### src/rtl/cheri_tbre_ctrl.sv
// -----------------------------------------------------------------------------
// cheri_tbre_ctrl
//
// Sequencer for the background tag-revocation engine. Software programs an
// 8-byte-aligned [start, end) window and pulses start_i. The engine then walks
// the window one capability word at a time:
//   1. load the word through the LSU TBRE port,
//   2. wait for the revocation pipeline's verdict on that load,
//   3. if the capability is revoked, write a tag-clear back to the same address,
//   4. advance to the next word or finish.
// Only one LSU transaction is ever outstanding.
//
// Ports
//   clk_i, rst_i              clock, synchronous active-high reset
//   start_i                   start pulse (ignored while busy or while done_o)
//   stop_i                    level abort request, honoured between words
//   start_addr_i, end_addr_i  sweep window, [2:0] ignored, end exclusive
//   busy_o                    sweep in progress (any state but IDLE)
//   done_o                    one-cycle pulse after a sweep ends
//   aborted_o                 last sweep ended by stop_i
//   err_o                     sticky: LSU error seen during the current sweep
//   tbre_req_o/we_o/addr_o    LSU request (we=1 means tag-only clear write)
//   tbre_gnt_i                LSU accepted the request this cycle
//   lsu_tbre_resp_valid_i     LSU response for the outstanding request
//   lsu_tbre_resp_err_i       that response carries a bus error
//   tbre_trvk_en_i            revocation verdict valid
//   tbre_trvk_clrtag_i        loaded capability is revoked
//   scan_cnt_o, clr_cnt_o     saturating per-sweep word / clear counters
// -----------------------------------------------------------------------------
module cheri_tbre_ctrl #(
  parameter int CntWidth = 16
) (
  input  logic                clk_i,
  input  logic                rst_i,

  input  logic                start_i,
  input  logic                stop_i,
  input  logic [31:0]         start_addr_i,
  input  logic [31:0]         end_addr_i,
  output logic                busy_o,
  output logic                done_o,
  output logic                aborted_o,
  output logic                err_o,

  output logic                tbre_req_o,
  output logic                tbre_we_o,
  output logic [31:0]         tbre_addr_o,
  input  logic                tbre_gnt_i,
  input  logic                lsu_tbre_resp_valid_i,
  input  logic                lsu_tbre_resp_err_i,

  input  logic                tbre_trvk_en_i,
  input  logic                tbre_trvk_clrtag_i,

  output logic [CntWidth-1:0] scan_cnt_o,
  output logic [CntWidth-1:0] clr_cnt_o
);

  typedef enum logic [2:0] {
    S_IDLE      = 3'd0,
    S_LD_REQ    = 3'd1,
    S_LD_WAIT   = 3'd2,
    S_TRVK_WAIT = 3'd3,
    S_CLR_REQ   = 3'd4,
    S_CLR_WAIT  = 3'd5,
    S_NEXT      = 3'd6,
    S_FINISH    = 3'd7
  } state_e;

  localparam logic [CntWidth-1:0] CntOne = {{(CntWidth-1){1'b0}}, 1'b1};
  localparam logic [CntWidth-1:0] CntMax = {CntWidth{1'b1}};

  state_e              state_q, state_d;
  // Addresses are kept as word indices (addr[31:3]); the low bits are always 0.
  logic [28:0]         cur_word_q, cur_word_d;
  logic [28:0]         end_word_q, end_word_d;
  logic                stop_seen_q, stop_seen_d;
  logic                done_q, done_d;
  logic                aborted_q, aborted_d;
  logic                err_q, err_d;
  logic [CntWidth-1:0] scan_cnt_q, scan_cnt_d;
  logic [CntWidth-1:0] clr_cnt_q, clr_cnt_d;

  logic                start_accept;
  logic                range_empty;
  logic [29:0]         next_word;
  logic                next_past_end;

  // done_o is high in the first IDLE cycle after FINISH; a start in that
  // cycle is deliberately dropped so software sees a clean done edge.
  assign start_accept  = (state_q == S_IDLE) && start_i && !done_q;
  assign range_empty   = (start_addr_i[31:3] >= end_addr_i[31:3]);

  // One extra bit so stepping past 0xFFFF_FFF8 cannot wrap back to 0.
  assign next_word     = {1'b0, cur_word_q} + 30'd1;
  assign next_past_end = (next_word >= {1'b0, end_word_q});

  always_comb begin
    state_d     = state_q;
    cur_word_d  = cur_word_q;
    end_word_d  = end_word_q;
    stop_seen_d = stop_seen_q;
    done_d      = 1'b0;
    aborted_d   = aborted_q;
    err_d       = err_q;
    scan_cnt_d  = scan_cnt_q;
    clr_cnt_d   = clr_cnt_q;

    // Stop is remembered from any busy cycle but only acted on in NEXT, so a
    // word already loaded always gets its verdict and, if needed, its clear.
    if ((state_q != S_IDLE) && stop_i) begin
      stop_seen_d = 1'b1;
    end

    case (state_q)
      S_IDLE: begin
        if (start_accept) begin
          cur_word_d  = start_addr_i[31:3];
          end_word_d  = end_addr_i[31:3];
          scan_cnt_d  = '0;
          clr_cnt_d   = '0;
          err_d       = 1'b0;
          aborted_d   = 1'b0;
          stop_seen_d = 1'b0;
          state_d     = range_empty ? S_FINISH : S_LD_REQ;
        end
      end

      S_LD_REQ: begin
        if (tbre_gnt_i) begin
          state_d = S_LD_WAIT;
        end
      end

      S_LD_WAIT: begin
        if (lsu_tbre_resp_valid_i) begin
          if (scan_cnt_q != CntMax) begin
            scan_cnt_d = scan_cnt_q + CntOne;
          end
          if (lsu_tbre_resp_err_i) begin
            err_d = 1'b1;
          end
          state_d = S_TRVK_WAIT;
        end
      end

      S_TRVK_WAIT: begin
        // The revocation stage reports clrtag=0 for an errored load, so no
        // separate error path is needed here.
        if (tbre_trvk_en_i) begin
          state_d = tbre_trvk_clrtag_i ? S_CLR_REQ : S_NEXT;
        end
      end

      S_CLR_REQ: begin
        if (tbre_gnt_i) begin
          state_d = S_CLR_WAIT;
        end
      end

      S_CLR_WAIT: begin
        if (lsu_tbre_resp_valid_i) begin
          if (lsu_tbre_resp_err_i) begin
            err_d = 1'b1;
          end else if (clr_cnt_q != CntMax) begin
            clr_cnt_d = clr_cnt_q + CntOne;
          end
          state_d = S_NEXT;
        end
      end

      S_NEXT: begin
        cur_word_d = next_word[28:0];
        if (next_past_end || stop_seen_q || stop_i) begin
          state_d = S_FINISH;
        end else begin
          state_d = S_LD_REQ;
        end
      end

      S_FINISH: begin
        done_d    = 1'b1;
        aborted_d = stop_seen_q | stop_i;
        state_d   = S_IDLE;
      end

      default: begin
        state_d = S_IDLE;
      end
    endcase
  end

  always_ff @(posedge clk_i) begin
    if (rst_i) begin
      state_q     <= S_IDLE;
      cur_word_q  <= '0;
      end_word_q  <= '0;
      stop_seen_q <= 1'b0;
      done_q      <= 1'b0;
      aborted_q   <= 1'b0;
      err_q       <= 1'b0;
      scan_cnt_q  <= '0;
      clr_cnt_q   <= '0;
    end else begin
      state_q     <= state_d;
      cur_word_q  <= cur_word_d;
      end_word_q  <= end_word_d;
      stop_seen_q <= stop_seen_d;
      done_q      <= done_d;
      aborted_q   <= aborted_d;
      err_q       <= err_d;
      scan_cnt_q  <= scan_cnt_d;
      clr_cnt_q   <= clr_cnt_d;
    end
  end

  // Request outputs decode straight from the state register; the address
  // register only moves in NEXT, so req/we/addr hold steady until grant.
  assign busy_o      = (state_q != S_IDLE);
  assign done_o      = done_q;
  assign aborted_o   = aborted_q;
  assign err_o       = err_q;
  assign tbre_req_o  = (state_q == S_LD_REQ) || (state_q == S_CLR_REQ);
  assign tbre_we_o   = (state_q == S_CLR_REQ);
  assign tbre_addr_o = {cur_word_q, 3'b000};
  assign scan_cnt_o  = scan_cnt_q;
  assign clr_cnt_o   = clr_cnt_q;

endmodule

### config.mk
export PLATFORM = sky130hd
export DESIGN_NAME = cheri_tbre_ctrl
export DESIGN_NICKNAME = d
export VERILOG_FILES = /design/src/rtl/cheri_tbre_ctrl.sv
export SDC_FILE = /design/constraint.sdc
export NUM_CORES = 1
export LEC_CHECK = 0
export ABC_AREA = 1
export BUFFER_PORTS_ARGS = -buffer_cell sky130_fd_sc_hd__buf_2
export CAP_MARGIN = 10
export CORE_UTILIZATION = 43
export DETAILED_ROUTE_END_ITERATION = 7
export MAX_ROUTING_LAYER = met4
export PLACE_DENSITY = 0.7
export SYNTH_ARGS = -nofsm -noshare
export SYNTH_HDL_FRONTEND = slang
export SYNTH_SLANG_ARGS = --single-unit
export TNS_END_PERCENT = 30
### constraint.sdc
create_clock -name clk_i -period 2.7 [get_ports clk_i]
set_input_delay 0.405 -clock clk_i [delete_from_list [all_inputs] [get_ports clk_i]]
set_output_delay 0.405 -clock clk_i [all_outputs]
set_load 0.03 [all_outputs]
==> run_results.csv, run 1 <==
group,metric,value,unit
final_layout,diodes,0,
die,initial_utilization,0.439,
power_and_ir_drop,ir_drop,0.000433,V
grt,grt_use_total,0.254,
final_layout,postLayoutCoreUtil,0.559,
hold_path,min_from,"end_addr_i[9]",
die,coreArea,0.0158,sq mm
final_layout,areaGrowthSynthToFinish,27.4,%
timing,setup_viol,0,
clocking,htree_num_levels,3,
critical_path,cp-end-kind,"flop",
clocking,hold_buffers,0,
place,place_ws,-0.0584,ns
route,drt-pass1-iter-count,5,
critical_path,r2r_setup_slack,0.08,ns
grt,grt_max_degree,72,
grt,grt.overflow.total,0,
timing,finalCritPeriodShare,0.971,
synthesis,avgSynthCellArea,6.66,sq um
critical_path,required,2.97,ns
grt,grt_pass1_wl,32000,um
die,boundaryPins,143,
route,route.final.wire_length,19900,um
power_and_ir_drop,finalPower,0.00669,W
power_and_ir_drop,powerDensity,756,mW/mm^2
synthesis,synth_area,0.00695,sq mm
timing,setup_slack,0.0770,ns
grt,grtUsageMet2,0.423,
clocking,numCtsBuffers,9,
grt,met1_usage,0.309,
power_and_ir_drop,p_leak,4.30,nW
timing,fin_crit,2.62,ns
grt,antenna_found_initial,0,
timing,drv_slew,0,
route,vias_per_cell,4.95,
clocking,cts_tree,"done",
hold_path,hold_depth,3,
synthesis,yosysSeqAreaShare,0.279,
synthesis,synth_edf_count,0,
critical_path,regToRegEndpoint,"state_q[1]",
final_layout,nets,1367,
critical_path,startpoint_type,"flop",
final_layout,drive_above_1_share,0.271,
route,ant_nets,0,
grt,met3_usage,0.0471,
route,drc_errors,0,
place,globalplace.congestion,0.923,
synthesis,synthFlopType,"dfxtp_1",
timing,max_slew_margin,0.472,
run,cap_violations,0,
timing,hold_viol_final,0,
timing,fmax,381,MHz
critical_path,r2r_start,"cur_word_q[9]",
clocking,clk_pin_slew_worst_paths,0.08,ns
clocking,max-clock-path-buffers,2,
hold_path,min_to,"end_word_q[6]",
synthesis,ys_warn_count,0,
timing,rsz0062_at_grt,"yes",
critical_path,worst-path-max-fanout,3,
die,dieWidth,129,um
route,wl_per_cell,13.7,um
route,drt_iter0_drc,351,
clocking,clock_latency,0.36,ns
grt,busiest_layer,"met2",
clocking,cts.sinks,97,
place,hpwl,15500,um
timing,finClkSkew,0.0100,ns
die,rows,46,
die,die-area,0.0167,sq mm
critical_path,criticalPathCategory,"reg -> reg",
grt,grt_pass1_vias,6627,
die,fp.dieH,129,um
hold_path,holdCritPathClass,"in -> reg",
timing,tightest_slew,0.791,ns
synthesis,syn_inst,1044,
synthesis,ys_ff_latch,97,
critical_path,reg2reg_depth,20,
synthesis,synth-async-reset-ratio,0,
route,via_count,7201,
place,portBuffers,133,
clocking,root_buffer,"clkbuf_16",
critical_path,worstPathArrival,2.89,ns
outcome,status,"completed",
synthesis,synth_cell_types,50,
[power by group]
part / internal (W) / total [W] / switching [W] / leakage [nW]
sequential: 0.00173 / 0.00193 / 0.000196 / 0.797
clock: 0.000737 / 0.00136 / 0.000618 / 0.153
combinational: 0.00120 / 0.00340 / 0.00220 / 3.35
total: 0.00367 / 0.00669 / 0.00301 / 4.30
[flip-flops by register name, indices dropped and copies added (netlist names)]
name and count:
err_o 1, end_word_q 29, cur_word_q 29, scan_cnt_o 16
done_o 1, aborted_o 1, stop_seen_q 1, clr_cnt_o 16
state_q 3
[worst max-delay path by stage]
stage          slack (ns)      startpoint  cells after the start          to
5_1_grt             -0.13   cur_word_q[9]                     22  state_q[1]
3_3_place_gp        -0.03   cur_word_q[0]                     21  state_q[1]
3_5_place_dp        -0.06  cur_word_q[10]                     18  state_q[1]
2_1_floorplan        0.06   cur_word_q[0]                     22  state_q[1]
4_1_cts             0.003   cur_word_q[0]                     21  state_q[1]
6_report             0.08   cur_word_q[9]                     20  state_q[1]
[cells in the mapped netlist (4+ instances only)]
cell	n	share of area
nand2_2	13	0.012
nor2_2	7	0.0063
or2_2	4	0.0036
nand3_1	40	0.029
buf_2	7	0.0050
o21a_1	4	0.0043
a31oi_1	7	0.0063
inv_1	156	0.084
xnor2_1	6	0.0076
nand4_1	19	0.017
nand2_1	237	0.13
ha_1	61	0.11
o21ai_0	51	0.037
a21oi_1	83	0.060
nor3_1	25	0.018
inv_2	13	0.0070
o221ai_1	13	0.016
a21oi_2	9	0.011
nor3b_1	4	0.0043
buf_4	5	0.0054
xor2_1	32	0.040
clkbuf_1	16	0.0086
dfxtp_1	97	0.28
nor2_1	96	0.052
[per-layer routing]
metal  part of all wire  up-vias
met5                  0        -
met4              0.023        0
met3              0.053       43
met2               0.47      185
met1               0.45     3217
li1                   -     3756
[stage by stage]
stage	std cells	instance area [sq um]	hold slack, ns	setup TNS [ns]
2_1_floorplan	1046	6960	0.435	0
3_3_place_gp	1431	8240	0.449	-0.0348
3_5_place_dp	1431	8240	0.455	-0.0584
4_1_cts	1449	8650	0.333	0
5_1_grt	1454	8850	0.346	-0.190
6_report	1454	8850	0.341	0
[worst max-delay path, cell delays in order, from the launching register on]
cell	delay, ns
dfxtp_1	0.33
buf_4	0.14
nand2_2	0.11
nor2_2	0.06
nand2_1	0.12
nor3_2	0.05
buf_4	0.13
or2_2	0.27
and2_1	0.14
ha_1	0.27
nand4_1	0.17
o21bai_1	0.14
nand2_1	0.06
nor2_1	0.12
nand2_2	0.08
nand3_2	0.07
nand2_1	0.05
nand2_1	0.05
nand3_1	0.06
nand2_1	0.06
inv_1	0.03
[repair_timing]
action	CTS	global route
cloned	0	0
gates resized for setup	19	47
setup buffers	2	5
endpoints found under the setup margin	2	2
pin swaps	9	27
[placed cells by master (no fill, tap or decap), types with 3 or more instances in the layout]
cell | Yosys | final
nor3_1 | 25 | 15
o21a_1 | 4 | 4
buf_2 | 7 | 133
xnor2_1 | 6 | 6
nor3_2 | 3 | 9
xor2_1 | 32 | 28
nor2_2 | 7 | 11
inv_2 | 13 | 17
nand3_2 | 0 | 3
a31oi_1 | 7 | 7
nand3_1 | 40 | 37
xor2_2 | 0 | 4
nand4_1 | 19 | 19
nand2_2 | 13 | 22
a21oi_2 | 9 | 9
dfxtp_1 | 97 | 86
nor2_4 | 3 | 7
o221ai_1 | 13 | 13
o21ai_0 | 51 | 51
clkbuf_16 | 0 | 9
or2_2 | 4 | 3
dfxtp_2 | 0 | 10
a21o_1 | 3 | 3
nor2_1 | 96 | 88
clkinv_4 | 0 | 3
o21ai_1 | 3 | 3
a21oi_1 | 83 | 83
ha_1 | 61 | 59
inv_1 | 156 | 151
nor3_4 | 1 | 5
buf_4 | 5 | 72
conb_1 | 1 | 3
nand2_1 | 237 | 228
[layout make-up]
class,count,area (sq um)
fillers,1548,6970
flip-flops and latches,97,1960
well taps,216,270
inverters,171,647
repair buffers,207,1240
multi-input cells,747,4430
clock inverters,7,85.1
clock buffers,9,225
[cells by family (layout without fill, tap and decap cells)]
kind of cell	after synthesis	count (layout)	synth area share
xor gates and xnor gates	38	38	0.0479
and+or+nand+nor	459	459	0.288
other	1	3	0.000540
DFF	97	97	0.279
AOI/OAI and AO/OA	186	186	0.157
buffers and inverters	202	394	0.117
adders and majority gates	61	61	0.110
Note: power is estimated with default switching activity, not from simulation.
==> run 2, diff against run 1 <==
--- a/config.mk
+++ b/config.mk
@@ -11,8 +11,8 @@
 export CORE_UTILIZATION = 43
 export DETAILED_ROUTE_END_ITERATION = 7
 export MAX_ROUTING_LAYER = met4
-export PLACE_DENSITY = 0.7
+export PLACE_DENSITY = 0.67
 export SYNTH_ARGS = -nofsm -noshare
 export SYNTH_HDL_FRONTEND = slang
 export SYNTH_SLANG_ARGS = --single-unit
-export TNS_END_PERCENT = 30
+export TNS_END_PERCENT = 20
==> constraint.sdc (replaced) <==
create_clock -name clk_i -period 2.8 [get_ports clk_i]
set_input_delay 0.42 -clock clk_i [delete_from_list [all_inputs] [get_ports clk_i]]
set_output_delay 0.42 -clock clk_i [all_outputs]
set_load 0.03 [all_outputs]
==> run 2 against run 1 <==
- sequential share of layout area increased by 0.25 points
- count of clock-buffer cells in the layout is the same
- hold slack better by 0.0079 ns
- utilization is 0.77 points lower
- register-to-register slack improved by 0.02 ns
- first-iteration DRC count down 2.3%
- sequential cell count unchanged
- global-route usage grew 0.63 points
- sequential power down 4%
- maximum frequency down 2.9%
- critical path type unchanged
==> run_results.csv, run 2 (same netlist as run 1, synthesis figures left out) <==
group,metric,value,unit
outcome,status,"completed",
grt,grt_pass1_wl,33000,um
die,boundaryPins,143,
critical_path,worst-path-max-fanout,4,
grt,antenna_found_initial,0,
timing,hold_viol_final,0,
place,hpwl,16000,um
final_layout,n_fill_cell,1583,
final_layout,post_layout_nonfiller_instances,1448,
clocking,clock_latency,0.36,ns
grt,met3_usage,0.0306,
route,ant_nets,0,
route,drt-pass1-iter-count,5,
die,dieWidth,129,um
critical_path,criticalPathCategory,"reg -> reg",
timing,rsz0062_at_grt,"yes",
place,place_inst,1428,
clocking,numCtsBuffers,9,
route,drc_errors,0,
power_and_ir_drop,pwr-share-comb,0.518,
grt,grt_pass1_vias,6780,
clocking,cts.sinks,97,
timing,fmax,370,MHz
route,wl_per_cell,14.0,um
power_and_ir_drop,finalPower,0.00637,W
power_and_ir_drop,power_switching_share,0.461,
final_layout,fin_area,0.00873,sq mm
final_layout,mostFrequentLayoutCells,"nand2_1 (231), inv_1 (154), buf_2 (133), dfxtp_1 (92), nor2_1 (88)",
grt,grtUsageMet2,0.430,
critical_path,required,3.07,ns
timing,tightest_slew,0.550,ns
power_and_ir_drop,ir_drop,0.000353,V
timing,finalCritPeriodShare,0.965,
die,fp.dieH,129,um
clocking,clk_pin_slew_worst_paths,0.08,ns
grt,met1_usage,0.330,
critical_path,startpoint_type,"flop",
route,vias_per_cell,4.97,
route,route.final.wire_length,20200,um
clocking,hold_buffers,0,
power_and_ir_drop,powerDensity,730,mW/mm^2
grt,grt_use_total,0.260,
timing,drv_slew,0,
final_layout,top_regs,"cur_word_q (29), end_word_q (29)",
power_and_ir_drop,p_switching,0.00294,W
die,die-area,0.0167,sq mm
place,globalplace.congestion,0.933,
clocking,max-clock-path-buffers,2,
route,via_count,7191,
timing,setup_tns,0,ns
final_layout,postLayoutCoreUtil,0.552,
clocking,htree_num_levels,3,
timing,finClkSkew,0.0105,ns
final_layout,areaGrowthSynthToFinish,25.6,%
timing,fin_crit,2.70,ns
critical_path,r2r_setup_slack,0.1,ns
grt,busiest_layer,"met2",
place,portBuffers,133,
power_and_ir_drop,pwr-share-seq,0.290,
route,drt_iter0_drc,343,
die,rows,46,
hold_path,holdCritPathClass,"in -> reg",
final_layout,diodes,0,
die,initial_utilization,0.439,
timing,setup_viol,0,
critical_path,worstPathArrival,2.97,ns
power_and_ir_drop,internal_power,0.00343,W
critical_path,cp-end-kind,"flop",
grt,grt.overflow.total,0,
power_and_ir_drop,p_leak,4.23,nW
final_layout,final_common_cell,"nand2_1",
final_layout,nets,1361,
final_layout,drive_above_1_share,0.257,
power_and_ir_drop,p_clk_frac,0.192,
die,coreArea,0.0158,sq mm
final_layout,multi_input_area,0.00440,sq mm
run,cap_violations,0,
clocking,cts_tree,"done",
clocking,root_buffer,"clkbuf_16",
place,placed_cell_area,0.00821,sq mm
grt,grt_max_degree,49,
timing,max_slew_margin,0.631,
final_layout,register_area,0.00195,sq mm
-- run 2: cell count changes in the layout (fill, tap and decap cells not counted), moves of 2 or more --
cell     delta
o21ai_0     -2
nor3_4      -2
nand2_2     -3
dfxtp_2     -7
buf_4       -5
inv_2       -3
inv_1       +3
nand2_1     +3
dfxtp_1     +6
-- run 2: final cells by class --
cell class              count  area share
clock buffers               9      0.0258
clock inverters             7     0.00688
flip-flops and latches     97       0.224
inverters                 171      0.0741
multi-input cells         747       0.504
repair buffers            201       0.135
well taps                 216      0.0309
-- run 2: repair_timing --
action / 4_1_cts / 5_1_grt
resized for setup: 1 / 55
setup buffers: 0 / 4
endpoints found under the setup margin: 2 / 2
pin swaps: 0 / 9
hold endpoints to repair: 0 / 0
-- run 2: power groups by stage --
stage	Sequential, W	Clock [W]	Combinational, W
floorplan	0.00213	0	0.00187
global placement	0.00186	0	0.00308
detailed placement	0.00186	0	0.00313
CTS	0.00183	0.00125	0.00314
global route	0.00188	0.00130	0.00369
finish	0.00185	0.00123	0.00330
-- run 2: critical path: stages (launching register included) --
cell      delay, ns
dfxtp_4        0.37
ha_4           0.13
inv_2          0.04
nor3_4         0.22
nand2_2        0.10
nor2_4         0.15
inv_4          0.06
nor3_4         0.16
xor2_2         0.22
ha_1           0.29
nand2_2        0.09
a21oi_1        0.04
o21bai_1       0.12
nand2_1        0.07
nor2_2         0.12
nand2_2        0.08
nand3_2        0.07
nand2_1        0.05
nand2_1        0.07
nand3_2        0.06
nand2_1        0.06
inv_1          0.03
-- run 2: stage by stage --
stage	hold slack (ns)	setup WS, ns
3_3_place_gp	0.451	-0.0215
5_1_grt	0.359	-0.100
2_1_floorplan	0.435	0.00557
4_1_cts	0.344	0.00233
3_5_place_dp	0.452	-0.0483
6_report	0.349	0.0975
-- run 2: final timing paths --
path,startpoint,endpoint,cells after the start
worst max-delay path,cur_word_q[0],state_q[1],21
worst min-delay path,start_addr_i[26],cur_word_q[23],3
worst max register to register,cur_word_q[0],state_q[1],21
worst min register to register,end_word_q[25],end_word_q[25],2
-- run 2: per-layer routing --
metal	up-vias	share of wire
li1	3740	-
met1	3219	0.47
met2	196	0.46
met3	36	0.045
met4	0	0.024
met5	-	0
==> run 3, diff against run 2 <==
--- a/config.mk
+++ b/config.mk
@@ -12,6 +12,7 @@
 export DETAILED_ROUTE_END_ITERATION = 7
 export MAX_ROUTING_LAYER = met4
 export PLACE_DENSITY = 0.67
+export RECOVER_POWER = 25
 export SYNTH_ARGS = -nofsm -noshare
 export SYNTH_HDL_FRONTEND = slang
 export SYNTH_SLANG_ARGS = --single-unit
==> run 3 against run 2 <==
- register-to-register slack hardly changed
- hold slack improved by 0.00050 ns
- sequential power about the same
- sequential cell count stayed put
- final cell count did not move
- worst setup slack improved by 0.00084 ns
- die area stayed put
- global-route usage unchanged
- sequential share of layout area increased by 0.12 points
- routed wire length fell by 0.18%
- critical endpoint unchanged
- critical path depth unchanged
==> run_results.csv, run 3 (same netlist as run 1, synthesis figures left out) <==
group,metric,value,unit
clocking,max-clock-path-buffers,2,
clocking,clock_latency,0.36,ns
final_layout,diodes,0,
grt,met1_usage,0.330,
timing,max_slew_margin,0.640,
power_and_ir_drop,p_leak,4.07,nW
grt,met3_usage,0.0306,
timing,drv_slew,0,
route,drt-pass1-iter-count,4,
power_and_ir_drop,finalPower,0.00635,W
route,via_count,7174,
timing,fin_crit,2.70,ns
clocking,htree_num_levels,3,
final_layout,final_common_cell,"nand2_1",
final_layout,top_regs,"cur_word_q (29), end_word_q (29)",
grt,grtUsageMet2,0.430,
timing,hold_viol_final,0,
route,vias_per_cell,4.95,
final_layout,areaGrowthSynthToFinish,25.0,%
clocking,clk_pin_slew_worst_paths,0.07,ns
route,route.final.wire_length,20200,um
timing,rsz0062_at_grt,"yes",
critical_path,startpoint_type,"flop",
grt,grt_use_total,0.260,
die,boundaryPins,143,
final_layout,drive_above_1_share,0.226,
grt,grt_pass1_vias,6780,
critical_path,required,3.07,ns
clocking,numCtsBuffers,9,
place,portBuffers,133,
timing,fmax,370,MHz
die,fp.dieH,129,um
outcome,status,"completed",
run,cap_violations,0,
die,rows,46,
route,ant_nets,0,
die,initial_utilization,0.439,
grt,grt_pass1_wl,33000,um
place,globalplace.congestion,0.933,
critical_path,worst-path-max-fanout,4,
timing,setup_viol,0,
final_layout,nets,1361,
die,dieWidth,129,um
grt,grt.overflow.total,0,
timing,setup_slack,0.0983,ns
hold_path,holdCritPathClass,"in -> reg",
die,die-area,0.0167,sq mm
route,drc_errors,0,
grt,antenna_found_initial,0,
final_layout,n_fill_cell,1603,
clocking,root_buffer,"clkbuf_16",
clocking,cts_tree,"done",
timing,finalCritPeriodShare,0.965,
critical_path,worstPathArrival,2.97,ns
power_and_ir_drop,ir_drop,0.000353,V
die,coreArea,0.0158,sq mm
final_layout,mostFrequentLayoutCells,"nand2_1 (231), inv_1 (155), buf_2 (95), dfxtp_1 (92), nor2_1 (88)",
clocking,cts.sinks,97,
place,place_ws,-0.0483,ns
clocking,hold_buffers,0,
grt,grt_max_degree,49,
timing,finClkSkew,0.0117,ns
power_and_ir_drop,powerDensity,731,mW/mm^2
critical_path,cp-end-kind,"flop",
route,drt_iter0_drc,363,
critical_path,criticalPathCategory,"reg -> reg",
grt,busiest_layer,"met2",
place,hpwl,16000,um
timing,tightest_slew,0.535,ns
route,wl_per_cell,14.0,um
[run 3: cell count changes in the layout (fill, tap and decap cells not counted)]
cell / previous run / this run
buf_2: 133 / 95
clkbuf_1: 0 / 38
inv_2: 14 / 13
inv_1: 154 / 155
[run 3: cell type report]
class                           instances  area [sq um]  share of cell area
Multi-Input combinational cell        747          4400               0.506
Inverter                              171           647              0.0745
Clock buffer                            9           225              0.0259
Clock inverter                          7          60.1             0.00692
Tap cell                              216           270              0.0311
Sequential cell                        97          1950               0.225
Timing Repair Buffer                  201          1130               0.130
[run 3: timing repair]
| item | 4_1_cts | 5_1_grt |
|---|---|---|
| setup buffers | 0 | 4 |
| setup endpoints to repair | 2 | 2 |
| endpoints found under the hold margin | 0 | 0 |
| pin swaps | 0 | 9 |
| resized for setup | 1 | 55 |
[run 3: final timing paths]
check | from | endpoint | slack, ns | cells after the start
max | cur_word_q[0] | state_q[1] | 0.1 | 21
min | start_addr_i[26] | cur_word_q[23] | 0.35 | 3
max reg2reg | cur_word_q[0] | state_q[1] | 0.1 | 21
min reg2reg | end_word_q[25] | end_word_q[25] | 0.46 | 2
[run 3: worst max-delay path: stages, from the launching register on]
cell	delay, ns
dfxtp_4	0.37
ha_4	0.13
inv_2	0.04
nor3_4	0.22
nand2_2	0.10
nor2_4	0.15
inv_4	0.06
nor3_4	0.16
xor2_2	0.22
ha_1	0.29
nand2_2	0.09
a21oi_1	0.05
o21bai_1	0.12
nand2_1	0.07
nor2_2	0.11
nand2_2	0.08
nand3_2	0.07
nand2_1	0.05
nand2_1	0.07
nand3_2	0.06
nand2_1	0.06
inv_1	0.03
[run 3: power by group]
group | internal, W | switching [W] | leakage (nW)
clock | 0.000621 | 0.000602 | 0.143
combinational | 0.00113 | 0.00215 | 3.13
sequential | 0.00167 | 0.000184 | 0.795
total | 0.00342 | 0.00294 | 4.07
[run 3: per-stage QoR]
| stage | cells | hold WS (ns) | cell area, sq um | TNS (ns) | util |
|---|---|---|---|---|---|
| floorplan | 1046 | 0.435 | 6960 | 0 | - |
| global placement | 1428 | 0.451 | 8210 | -0.0215 | 0.518 |
| global route | 1448 | 0.359 | 8680 | -0.191 | 0.549 |
| finish | 1448 | 0.350 | 8680 | 0 | 0.549 |
| detailed placement | 1428 | 0.452 | 8210 | -0.0592 | 0.518 |
| CTS | 1444 | 0.344 | 8490 | 0 | 0.537 |
[run 3: per-layer routing]
metal | up-vias | share of wire
met5 | - | 0
met4 | 0 | 0.023
met3 | 34 | 0.042
met2 | 175 | 0.46
met1 | 3224 | 0.47
li1 | 3741 | -
